===== src/rtl/multicycle_ctrl_fsm_pkg.sv =====
// rtl/multicycle_ctrl_fsm_pkg.sv - shared state, opcode and alu_op encodings for the multicycle sequencer
package ctrl_pkg;

    typedef enum logic [2:0] {
        S_FETCH  = 3'd0,
        S_DECODE = 3'd1,
        S_EXEC   = 3'd2,
        S_MEM    = 3'd3,
        S_WB     = 3'd4,
        S_HALT   = 3'd7
    } state_t;

    localparam logic [6:0] OP_R      = 7'b0110011;
    localparam logic [6:0] OP_I      = 7'b0010011;
    localparam logic [6:0] OP_LOAD   = 7'b0000011;
    localparam logic [6:0] OP_STORE  = 7'b0100011;
    localparam logic [6:0] OP_BRANCH = 7'b1100011;

    localparam logic [1:0] ALU_ADD   = 2'b00;
    localparam logic [1:0] ALU_SUB   = 2'b01;
    localparam logic [1:0] ALU_FUNCT = 2'b10;

    typedef enum logic [2:0] {
        K_R,
        K_I,
        K_LOAD,
        K_STORE,
        K_BEQ,
        K_ILLEGAL
    } ikind_t;

    // Only beq (funct3=000) is supported among branches; other funct3 values are illegal.
    function automatic ikind_t classify(input logic [2:0] funct3, input logic [6:0] opcode);
        ikind_t k;
        k = K_ILLEGAL;
        case (opcode)
            OP_R:      k = K_R;
            OP_I:      k = K_I;
            OP_LOAD:   k = K_LOAD;
            OP_STORE:  k = K_STORE;
            OP_BRANCH: k = (funct3 == 3'b000) ? K_BEQ : K_ILLEGAL;
            default:   k = K_ILLEGAL;
        endcase
        return k;
    endfunction

endpackage


===== src/rtl/multicycle_ctrl_fsm_if.sv =====
// rtl/multicycle_ctrl_fsm_if.sv - unified memory port between sequencer (master) and memory (slave)
interface multicycle_ctrl_fsm_if;
    logic [31:0] mem_rdata;
    logic        mem_ready;
    logic        mem_read;
    logic        mem_write;
    logic        iord;

    modport master (
        input  mem_rdata,
        input  mem_ready,
        output mem_read,
        output mem_write,
        output iord
    );

    modport slave (
        output mem_rdata,
        output mem_ready,
        input  mem_read,
        input  mem_write,
        input  iord
    );
endinterface


===== src/rtl/multicycle_ctrl_fsm_timeout.sv =====
// rtl/multicycle_ctrl_fsm_timeout.sv - wait-cycle counter flagging a memory access that never completes
module ctrl_mem_timeout #(
    parameter int MEM_TIMEOUT = 16
) (
    input  logic i_clk,
    input  logic i_clr,
    input  logic i_cnt_en,
    output logic o_expired
);
    localparam int CW = (MEM_TIMEOUT > 1) ? $clog2(MEM_TIMEOUT) : 1;

    logic [CW-1:0] r_cnt;

    assign o_expired = (r_cnt == CW'(MEM_TIMEOUT - 1));

    // Holds at the final count; the controller leaves the wait state that same cycle.
    always_ff @(posedge i_clk) begin
        if (i_clr) begin
            r_cnt <= '0;
        end else if (i_cnt_en && !o_expired) begin
            r_cnt <= r_cnt + 1'b1;
        end
    end
endmodule


===== src/rtl/multicycle_ctrl_fsm.sv =====
// rtl/multicycle_ctrl_fsm.sv - FETCH/DECODE/EXEC/MEM/WB control sequencer with retire count and error flags
module multicycle_ctrl_fsm
    import ctrl_pkg::*;
#(
    parameter int MEM_TIMEOUT = 16,
    parameter int RETIRE_W    = 32
) (
    input  logic                 i_clk,
    input  logic                 i_reset,
    multicycle_ctrl_fsm_if.master mem,
    input  logic                 i_alu_zero,
    output logic                 o_ir_write,
    output logic                 o_pc_write,
    output logic                 o_pc_src,
    output logic                 o_reg_write,
    output logic                 o_mem_to_reg,
    output logic                 o_alu_src,
    output logic [1:0]           o_alu_op,
    output logic                 o_beq_signal,
    output logic                 o_sw_D_signal,
    output logic                 o_illegal,
    output logic                 o_bus_err,
    output logic [2:0]           o_state,
    output logic [RETIRE_W-1:0]  o_retired
);
    state_t                r_state;
    state_t                w_next;
    logic [31:0]           r_ir;
    logic                  r_illegal;
    logic                  r_bus_err;
    logic [RETIRE_W-1:0]   r_retired;

    ikind_t                w_kind;
    logic                  w_expired;
    logic                  w_cnt_en;
    logic                  w_tmo_clr;
    logic                  w_retire;
    logic                  w_set_ill;
    logic                  w_set_be;
    logic                  w_mem_read;
    logic                  w_mem_write;
    logic                  w_iord;
    logic                  w_unused_ir;

    assign w_kind      = classify(r_ir[14:12], r_ir[6:0]);
    assign w_unused_ir = &{1'b0, r_ir[31:15], r_ir[11:7]};

    assign w_tmo_clr = i_reset || (w_next != r_state) || mem.mem_ready;

    ctrl_mem_timeout #(
        .MEM_TIMEOUT (MEM_TIMEOUT)
    ) u_timeout (
        .i_clk     (i_clk),
        .i_clr     (w_tmo_clr),
        .i_cnt_en  (w_cnt_en),
        .o_expired (w_expired)
    );

    always_comb begin
        w_next        = r_state;
        w_cnt_en      = 1'b0;
        w_retire      = 1'b0;
        w_set_ill     = 1'b0;
        w_set_be      = 1'b0;
        w_mem_read    = 1'b0;
        w_mem_write   = 1'b0;
        w_iord        = 1'b0;
        o_ir_write    = 1'b0;
        o_pc_write    = 1'b0;
        o_pc_src      = 1'b0;
        o_reg_write   = 1'b0;
        o_mem_to_reg  = 1'b0;
        o_alu_src     = 1'b0;
        o_alu_op      = ALU_ADD;
        o_beq_signal  = 1'b0;
        o_sw_D_signal = 1'b0;

        case (r_state)
            S_FETCH: begin
                w_mem_read = 1'b1;
                if (mem.mem_ready) begin
                    o_ir_write = 1'b1;
                    o_pc_write = 1'b1;
                    w_next     = S_DECODE;
                end else begin
                    w_cnt_en = 1'b1;
                    if (w_expired) begin
                        w_set_be = 1'b1;
                        w_next   = S_HALT;
                    end
                end
            end
            S_DECODE: begin
                o_beq_signal  = (w_kind == K_BEQ);
                o_sw_D_signal = (w_kind == K_STORE);
                if (w_kind == K_ILLEGAL) begin
                    w_set_ill = 1'b1;
                    w_next    = S_HALT;
                end else begin
                    w_next = S_EXEC;
                end
            end
            S_EXEC: begin
                case (w_kind)
                    K_R: begin
                        o_alu_op = ALU_FUNCT;
                        w_next   = S_WB;
                    end
                    K_I: begin
                        o_alu_src = 1'b1;
                        o_alu_op  = ALU_FUNCT;
                        w_next    = S_WB;
                    end
                    K_LOAD: begin
                        o_alu_src = 1'b1;
                        w_next    = S_MEM;
                    end
                    K_STORE: begin
                        o_alu_src     = 1'b1;
                        o_sw_D_signal = 1'b1;
                        w_next        = S_MEM;
                    end
                    K_BEQ: begin
                        o_alu_op     = ALU_SUB;
                        o_beq_signal = 1'b1;
                        o_pc_src     = 1'b1;
                        o_pc_write   = i_alu_zero;
                        w_retire     = 1'b1;
                        w_next       = S_FETCH;
                    end
                    default: w_next = S_HALT;
                endcase
            end
            S_MEM: begin
                w_iord        = 1'b1;
                w_mem_read    = (w_kind == K_LOAD);
                w_mem_write   = (w_kind == K_STORE);
                o_sw_D_signal = (w_kind == K_STORE);
                if (mem.mem_ready) begin
                    if (w_kind == K_LOAD) begin
                        w_next = S_WB;
                    end else begin
                        w_retire = 1'b1;
                        w_next   = S_FETCH;
                    end
                end else begin
                    w_cnt_en = 1'b1;
                    if (w_expired) begin
                        w_set_be = 1'b1;
                        w_next   = S_HALT;
                    end
                end
            end
            S_WB: begin
                o_reg_write  = 1'b1;
                o_mem_to_reg = (w_kind == K_LOAD);
                w_retire     = 1'b1;
                w_next       = S_FETCH;
            end
            S_HALT: w_next = S_HALT;
            default: w_next = S_HALT;
        endcase

        // Reset aborts whatever the state register holds: nothing may be requested or committed.
        if (i_reset) begin
            w_mem_read    = 1'b0;
            w_mem_write   = 1'b0;
            w_iord        = 1'b0;
            o_ir_write    = 1'b0;
            o_pc_write    = 1'b0;
            o_pc_src      = 1'b0;
            o_reg_write   = 1'b0;
            o_mem_to_reg  = 1'b0;
            o_alu_src     = 1'b0;
            o_alu_op      = ALU_ADD;
            o_beq_signal  = 1'b0;
            o_sw_D_signal = 1'b0;
        end
    end

    always_ff @(posedge i_clk) begin
        if (i_reset) begin
            r_state   <= S_FETCH;
            r_ir      <= '0;
            r_illegal <= 1'b0;
            r_bus_err <= 1'b0;
            r_retired <= '0;
        end else begin
            r_state <= w_next;
            if (o_ir_write) begin
                r_ir <= mem.mem_rdata;
            end
            if (w_set_ill) begin
                r_illegal <= 1'b1;
            end
            if (w_set_be) begin
                r_bus_err <= 1'b1;
            end
            if (w_retire) begin
                r_retired <= r_retired + 1'b1;
            end
        end
    end

    assign mem.mem_read  = w_mem_read;
    assign mem.mem_write = w_mem_write;
    assign mem.iord      = w_iord;
    assign o_illegal     = r_illegal;
    assign o_bus_err     = r_bus_err;
    assign o_state       = r_state;
    assign o_retired     = r_retired;
endmodule


===== src/flat_wrapper.sv =====
// flat-port wrapper written by rule: the top's interface ports become plain ports
module multicycle_ctrl_fsm_flat import ctrl_pkg::*;
#(
    parameter int MEM_TIMEOUT = 16,
    parameter int RETIRE_W    = 32
)
  (i_clk, i_reset, i_alu_zero, o_ir_write, o_pc_write, o_pc_src, o_reg_write, o_mem_to_reg, o_alu_src, o_alu_op, o_beq_signal, o_sw_D_signal, o_illegal, o_bus_err, o_state, o_retired, mem_mem_rdata, mem_mem_ready, mem_mem_read, mem_mem_write, mem_iord);
  multicycle_ctrl_fsm_if mem_i ();
  input  logic i_clk;
  input  logic i_reset;
  input  logic i_alu_zero;
  output logic o_ir_write;
  output logic o_pc_write;
  output logic o_pc_src;
  output logic o_reg_write;
  output logic o_mem_to_reg;
  output logic o_alu_src;
  output logic [1:0] o_alu_op;
  output logic o_beq_signal;
  output logic o_sw_D_signal;
  output logic o_illegal;
  output logic o_bus_err;
  output logic [2:0] o_state;
  output logic [RETIRE_W-1:0] o_retired;
  input wire logic [$bits(mem_i.mem_rdata)-1:0] mem_mem_rdata;
  input wire logic [$bits(mem_i.mem_ready)-1:0] mem_mem_ready;
  output wire logic [$bits(mem_i.mem_read)-1:0] mem_mem_read;
  output wire logic [$bits(mem_i.mem_write)-1:0] mem_mem_write;
  output wire logic [$bits(mem_i.iord)-1:0] mem_iord;
  assign mem_i.mem_rdata = mem_mem_rdata;
  assign mem_i.mem_ready = mem_mem_ready;
  assign mem_mem_read = mem_i.mem_read;
  assign mem_mem_write = mem_i.mem_write;
  assign mem_iord = mem_i.iord;
  multicycle_ctrl_fsm #(.MEM_TIMEOUT(MEM_TIMEOUT), .RETIRE_W(RETIRE_W)) u_core (.i_clk(i_clk), .i_reset(i_reset), .mem(mem_i), .i_alu_zero(i_alu_zero), .o_ir_write(o_ir_write), .o_pc_write(o_pc_write), .o_pc_src(o_pc_src), .o_reg_write(o_reg_write), .o_mem_to_reg(o_mem_to_reg), .o_alu_src(o_alu_src), .o_alu_op(o_alu_op), .o_beq_signal(o_beq_signal), .o_sw_D_signal(o_sw_D_signal), .o_illegal(o_illegal), .o_bus_err(o_bus_err), .o_state(o_state), .o_retired(o_retired));
endmodule

===== config.mk =====
export PLATFORM = sky130hd
export DESIGN_NAME = multicycle_ctrl_fsm_flat
export DESIGN_NICKNAME = d
export VERILOG_FILES = /design/src/rtl/multicycle_ctrl_fsm_pkg.sv /design/src/rtl/multicycle_ctrl_fsm_if.sv /design/src/rtl/multicycle_ctrl_fsm_timeout.sv /design/src/rtl/multicycle_ctrl_fsm.sv /design/src/flat_wrapper.sv
export SDC_FILE = /design/constraint.sdc
export NUM_CORES = 1
export LEC_CHECK = 0
export ABC_CLOCK_PERIOD_IN_PS = 7100
export CAP_MARGIN = 25
export CORE_ASPECT_RATIO = 0.7
export CORE_MARGIN = 2
export CORE_UTILIZATION = 50
export CTS_CLUSTER_SIZE = 40
export DETAILED_ROUTE_END_ITERATION = 16
export PLACE_DENSITY = 0.83
export SYNTH_ARGS = -nofsm -noshare
export SYNTH_HDL_FRONTEND = slang
export SYNTH_HIERARCHICAL = 1
export SYNTH_SLANG_ARGS = --single-unit

===== constraint.sdc =====
create_clock -name i_clk -period 7.1 [get_ports i_clk]
set_clock_uncertainty 0.2 [all_clocks]
set_input_delay 0.71 -clock i_clk [delete_from_list [all_inputs] [get_ports i_clk]]
set_output_delay 0.71 -clock i_clk [all_outputs]
set_load 0.05 [all_outputs]

# Word-level counts from Yosys, hierarchy flattened

Cells that the tools add are included.
Widths: inputs -> output; s select.

Input bits: 36
Output and inout bits: 50
Bits in registers: 56

Eq/ne operators: 16
$add $sub $neg: 2
Reduce and logical (&&, ||, !) cells: 12
Muxes and demuxes: 49

Operators by type and width:

| cell                  | count |
|---|---|
| $mux 1                | 33 |
| $add 32x1->32 const B | 1 |
| $pmux 3 s5            | 2 |
| $mux 3                | 5 |
| $eq 7x6->1 const B    | 2 |
| $eq 3x2->1 const B    | 4 |
| $eq 3x3->1 const B    | 3 |
| $logic_not 3->1       | 3 |
| $pmux 3 s3            | 1 |
| $pmux 1 s2            | 4 |
| $reduce_or 2->1       | 4 |
| $eq 7x2->1 const B    | 1 |
| $eq 7x5->1 const B    | 1 |
| $eq 7x7->1 const B    | 1 |
| $eq 3x1->1 const B    | 2 |
| $add 4x1->4 const B   | 1 |
| $eq 4x4->1 const B    | 1 |
| $mux 2                | 2 |
| $pmux 2 s2            | 1 |
| $ne 3x3->1            | 1 |
| $pmux 1 s3            | 1 |
| $reduce_or 3->1       | 1 |
| $logic_or 1x1->1      | 2 |
| $logic_and 1x1->1     | 1 |
| $logic_not 1->1       | 1 |

# Depth between registers and ports, before layout

Depth after elaboration: 10
Mapped depth: 9
Depth with buffers taken out: 9

# Cells and area by module

The synthesis kept the hierarchy.

Modules (own cells, without submodules):

| module              | times used | cells each | seq. area each (µm²) | area each (µm²) |
|---|---|---|---|---|
| multicycle_ctrl_fsm | 1          | 324        | 940.9                | 2539.9 |
| ctrl_mem_timeout    | 1          | 20         | 80.1                 | 209.0 |

# Least setup slack after synthesis

Ideal clock, no wire load.

Path type: register to output
From: reg u_core.r_state[1] (netlist: u_core/o_state[1])
To: out o_alu_src
Data arrival time: 3.533 ns
Slack: 2.657 ns
Data required time: 6.190 ns
Cell stages (with the launch flop): 4
Cells stage by stage: dfxtp_1 nor3b_1 nand2_1 a2111oi_0

Longest elaborated chain between the ends: 3

Ends and longest elaborated chain:

| what                   | RTL line                   | source |
|---|---|---|
| start, declared        | multicycle_ctrl_fsm.sv:26  | `state_t r_state;` |
| start signal, assigned | multicycle_ctrl_fsm.sv:189 | `r_state <= w_next;` |
| $eq 3x2->1             | multicycle_ctrl_fsm.sv:78  | `case (r_state)` |
| $mux 1                 | multicycle_ctrl_fsm.sv:78  |  |
| $mux 1                 | multicycle_ctrl_fsm.sv:165 | `if (i_reset) begin` |
| end, declared          | flat_wrapper.sv:17         | `output logic o_alu_src;` |

No other way between the ends.

# Worst setup path in the final report

From: reg u_core.r_state[2] (netlist: u_core/o_state[2])
To: out o_pc_write

Longest elaborated chain between the ends: 3
Elaborated cells on any way between the ends: 4

Ends and longest elaborated chain:

| what                                                 | RTL line                   | source |
|---|---|---|
| $eq 3x2->1 / $logic_not 3->1 (equally long branches) | multicycle_ctrl_fsm.sv:78  |  |
| $pmux 1 s2 *                                         | multicycle_ctrl_fsm.sv:78  |  |
| $mux 1 *                                             | multicycle_ctrl_fsm.sv:165 |  |
| end, declared                                        | flat_wrapper.sv:13         | `output logic o_pc_write;` |

Every way passes the cells marked *; elsewhere a longest branch is shown, timed or not.

==> metrics.md <==
| Metric | Value |
|---|---|
| Root Driver | clkbuf_8 |
| HPWL after detailed placement | 4920 um |
| Post-synthesis cell count | 344 |
| Die Span Y | about 66 um |
| Count leader, synth | dfxtp_1 |
| Std cell rows | 22 |
| DRC | 0 |
| Post-CTS Hold Buffers | 0 |
| GRT Util Overall | 0.229 |
| Yosys cell types | 54 |
| Total power | roughly 840 uW |
| Commonest cells post-synth | dfxtp_1, nand2_1, a21oi_1 |
| Cell taking the most area after synthesis | dfxtp_1 |
| Worst slew pin tran | 1.03 ns |
| Total gr overflow | 0 |
| Initial DRC count | 240 |
| Antenna viol nets, final | 0 |
| R2R Setup Slk | 4.13 ns |
| Setup tns final | 0 ns |
| Port bufs | between 60 and 70 |
| Placement Cell Area | around 0.0034 sq mm |
| HP Class | reg2reg |
| CP Capture Type | output port |
| Minimum clock period | approximately 4 ns |
| Worst slew margin | 0.305 |
| Slowest-stage cell, CP | clkdlybuf4s50_1 |
| Max VDD drop | 206 uV |
| Ys flop type | dfxtp_1 |
| CP Depth | 5 |
| Vias in the first global route | approximately 2300 |
| Final hold vios | 0 |
| Worst Hold Path EP | u_core/r_ir[2] |
| Crit path max-delay family | simple AND/OR/NAND/NOR gates |
| Crit Path Class | reg2out |
| Post-route clock period utilization | 0.563 |
| Max clock buf depth | 2 |
| Worst hold path depth | 2 |
| Pre-Repair DR Iteration Count | 5 |
| Top cell type's share of synthesized area | 0.371 |
| WP data arrival | between 3 and 4 ns |
| Cell Area, Synth | ~0.0027 sq mm |
| Status | completed |
| Antenna diodes | 0 |
| Synth async-reset ratio | 0 |
| Dpl cells | about 460 |
| Critical path cell sequence | nor3b_1 > and4bb_1 > a21oi_1 > nor4_1 > clkdlybuf4s50_1 |
| Fmax achieved | 0.250 GHz |
| Ys Warns | 6 |
| Flops & latches, synth | 51 |
| Leading post-synthesis cells by cell area | dfxtp_1, a21oi_1, nand2_1 |
| Starting Density | 0.520 |
| Die width | slightly above 90 um |
| Startpoint Class | flop |
| Area delta synth->final | 26.9% |
| Post-synth EDFFs | 0 |
| Sequential area share after synthesis | 0.371 |
| Finished Layout Cells | 470 |
| Vias post-DR | between 2000 and 3000 |
| Nets | between 400 and 500 |
| Crit-path max FO | 21 |
| Reg2reg path depth | 5 |
| Slew Limit Fails | 0 |
| Vias per cell | roughly 6 |
| Buf/Inv on CP | 1 |
| # resized after CTS | 0 |
| Syn Nets | approximately 380 |
| Die area | between 0.006 and 0.007 sq mm |
| First-pass GRT wire length | around 11000 um |
| CTS Buf Count | 5 |
| CTS tree | built |
| GP Congestion | about 0.85 |
| Worst-skew pair later-pin latency | just over 0.3 ns |
| Largest stage delay, worst path | roughly 0.84 ns |
| Routed len/inst | about 15 um |
| Core footprint | around 0.0053 sq mm |
| Io pins | 86 |
| Worst flop-to-flop path endpoint | u_core/o_retired[31] |
| Initial antenna violation count | 0 |
| # Post-CTS Setup Buffers | 0 |
| Final wirelength | 6980 um |
| Sink Count | just over 50 |
| Total of max-cap violations | 0 |
| Clock transition at path regs | around 0.09 ns |
| R2R Path Start | u_core/o_retired[7] |
| RSZ-0062 raised after global routing | no |
| HP Start | u_core/r_ir[2] |
| Post-Layout Inst Area | roughly 0.0035 sq mm |
| # setup viols final | 0 |
| LEAKAGE | 1.10 nW |
| Syn avg cell area | 7.99 sq um |
| Share of layout cells above drive strength 1 | 0.0578 |
| CP required | roughly 6.2 ns |
| H-Tree Depth | 2 |
| WHS | roughly 0.28 ns |
| Pwr dens | roughly 240 mW/mm^2 |
| Largest net degree at the start of global routing | 63 |
-- worst min-delay path: stages (launching register included) --
cell and delay, ns:
dfxtp_1 0.33, nand2_1 0.05, a21oi_1 0.05
-- worst max path at each step --
stage / to / slack, ns / start
final: o_pc_write / 3.11 / u_core/o_state[2]
after global routing: o_pc_write / 2.92 / u_core/o_state[2]
after CTS: o_pc_write / 3.14 / u_core/o_state[2]
after detailed placement: o_pc_write / 3.49 / mem_mem_ready
after global placement: o_pc_write / 2.81 / mem_mem_ready
after floorplan: o_alu_src / 2.66 / u_core/o_state[1]
-- metrics by stage --
step,setup slack (ns),utilization
after floorplan,2.66,-
after global placement,2.81,0.640
after CTS,3.14,0.660
final,3.11,0.660
after detailed placement,3.49,0.642
after global routing,2.92,0.660
-- state kept, by name (all words and copies together) (netlist names) --
| signal | count |
|---|---|
| u_core/u_timeout/r_cnt | 4 |
| u_core/o_bus_err | 1 |
| u_core/o_illegal | 1 |
| u_core/r_ir | 10 |
| u_core/o_retired | 32 |
| u_core/o_state | 3 |
-- logic make-up (layout without fill, tap and decap cells) --
family / Yosys count / in the layout / share of synthesized area
simple gates: 164 / 164 / 0.331
compound gates: 88 / 88 / 0.200
flops: 51 / 51 / 0.371
buf+inv: 26 / 80 / 0.0423
xor+xnor: 8 / 8 / 0.0255
mux: 5 / 5 / 0.0205
fa+ha+maj: 2 / 2 / 0.00910
-- report_power, final --
group | total [mW] | internal (mW) | switching (mW)
registers | 0.358 | 0.311 | 0.0469
logic | 0.300 | 0.109 | 0.191
clock network | 0.178 | 0.0801 | 0.0980
total | 0.836 | 0.500 | 0.336
-- area by class of cell --
| type | instances | area (sq um) |
|---|---|---|
| timing repair buffer | 67 | 653 |
| clock buffer | 7 | 86.3 |
| multi-input combinational | 267 | 1610 |
| tap | 72 | 90.1 |
| clock inverter | 1 | 8.76 |
| fill | 474 | 1800 |
| sequential | 51 | 1020 |
| inverter | 5 | 18.8 |
-- layer usage --
layer  track usage  up-vias  share of wire
met2         0.338      114           0.42
met5             0        -              0
met1         0.342     1275           0.49
met3        0.0445        8          0.082
met4        0.0551        0         0.0079
li1              -     1380              -
-- placed cells by master (no fill, tap or decap), drive strengths merged, types with 4 or more instances in the layout --
cell type	n
nor2	24
nand3	12
nor3	14
and2	6
nand2	40
buf	5
or3	10
nor4	6
clkdlybuf4s50	62
and3	4
clkbuf	7
xor2	7
o31ai	12
or4	9
nand2b	6
a31oi	4
o21ai	18
a21oi	38
dfxtp	51
inv	5
nor2b	8
nand4	8
Power figures use the tool's default switching activity.
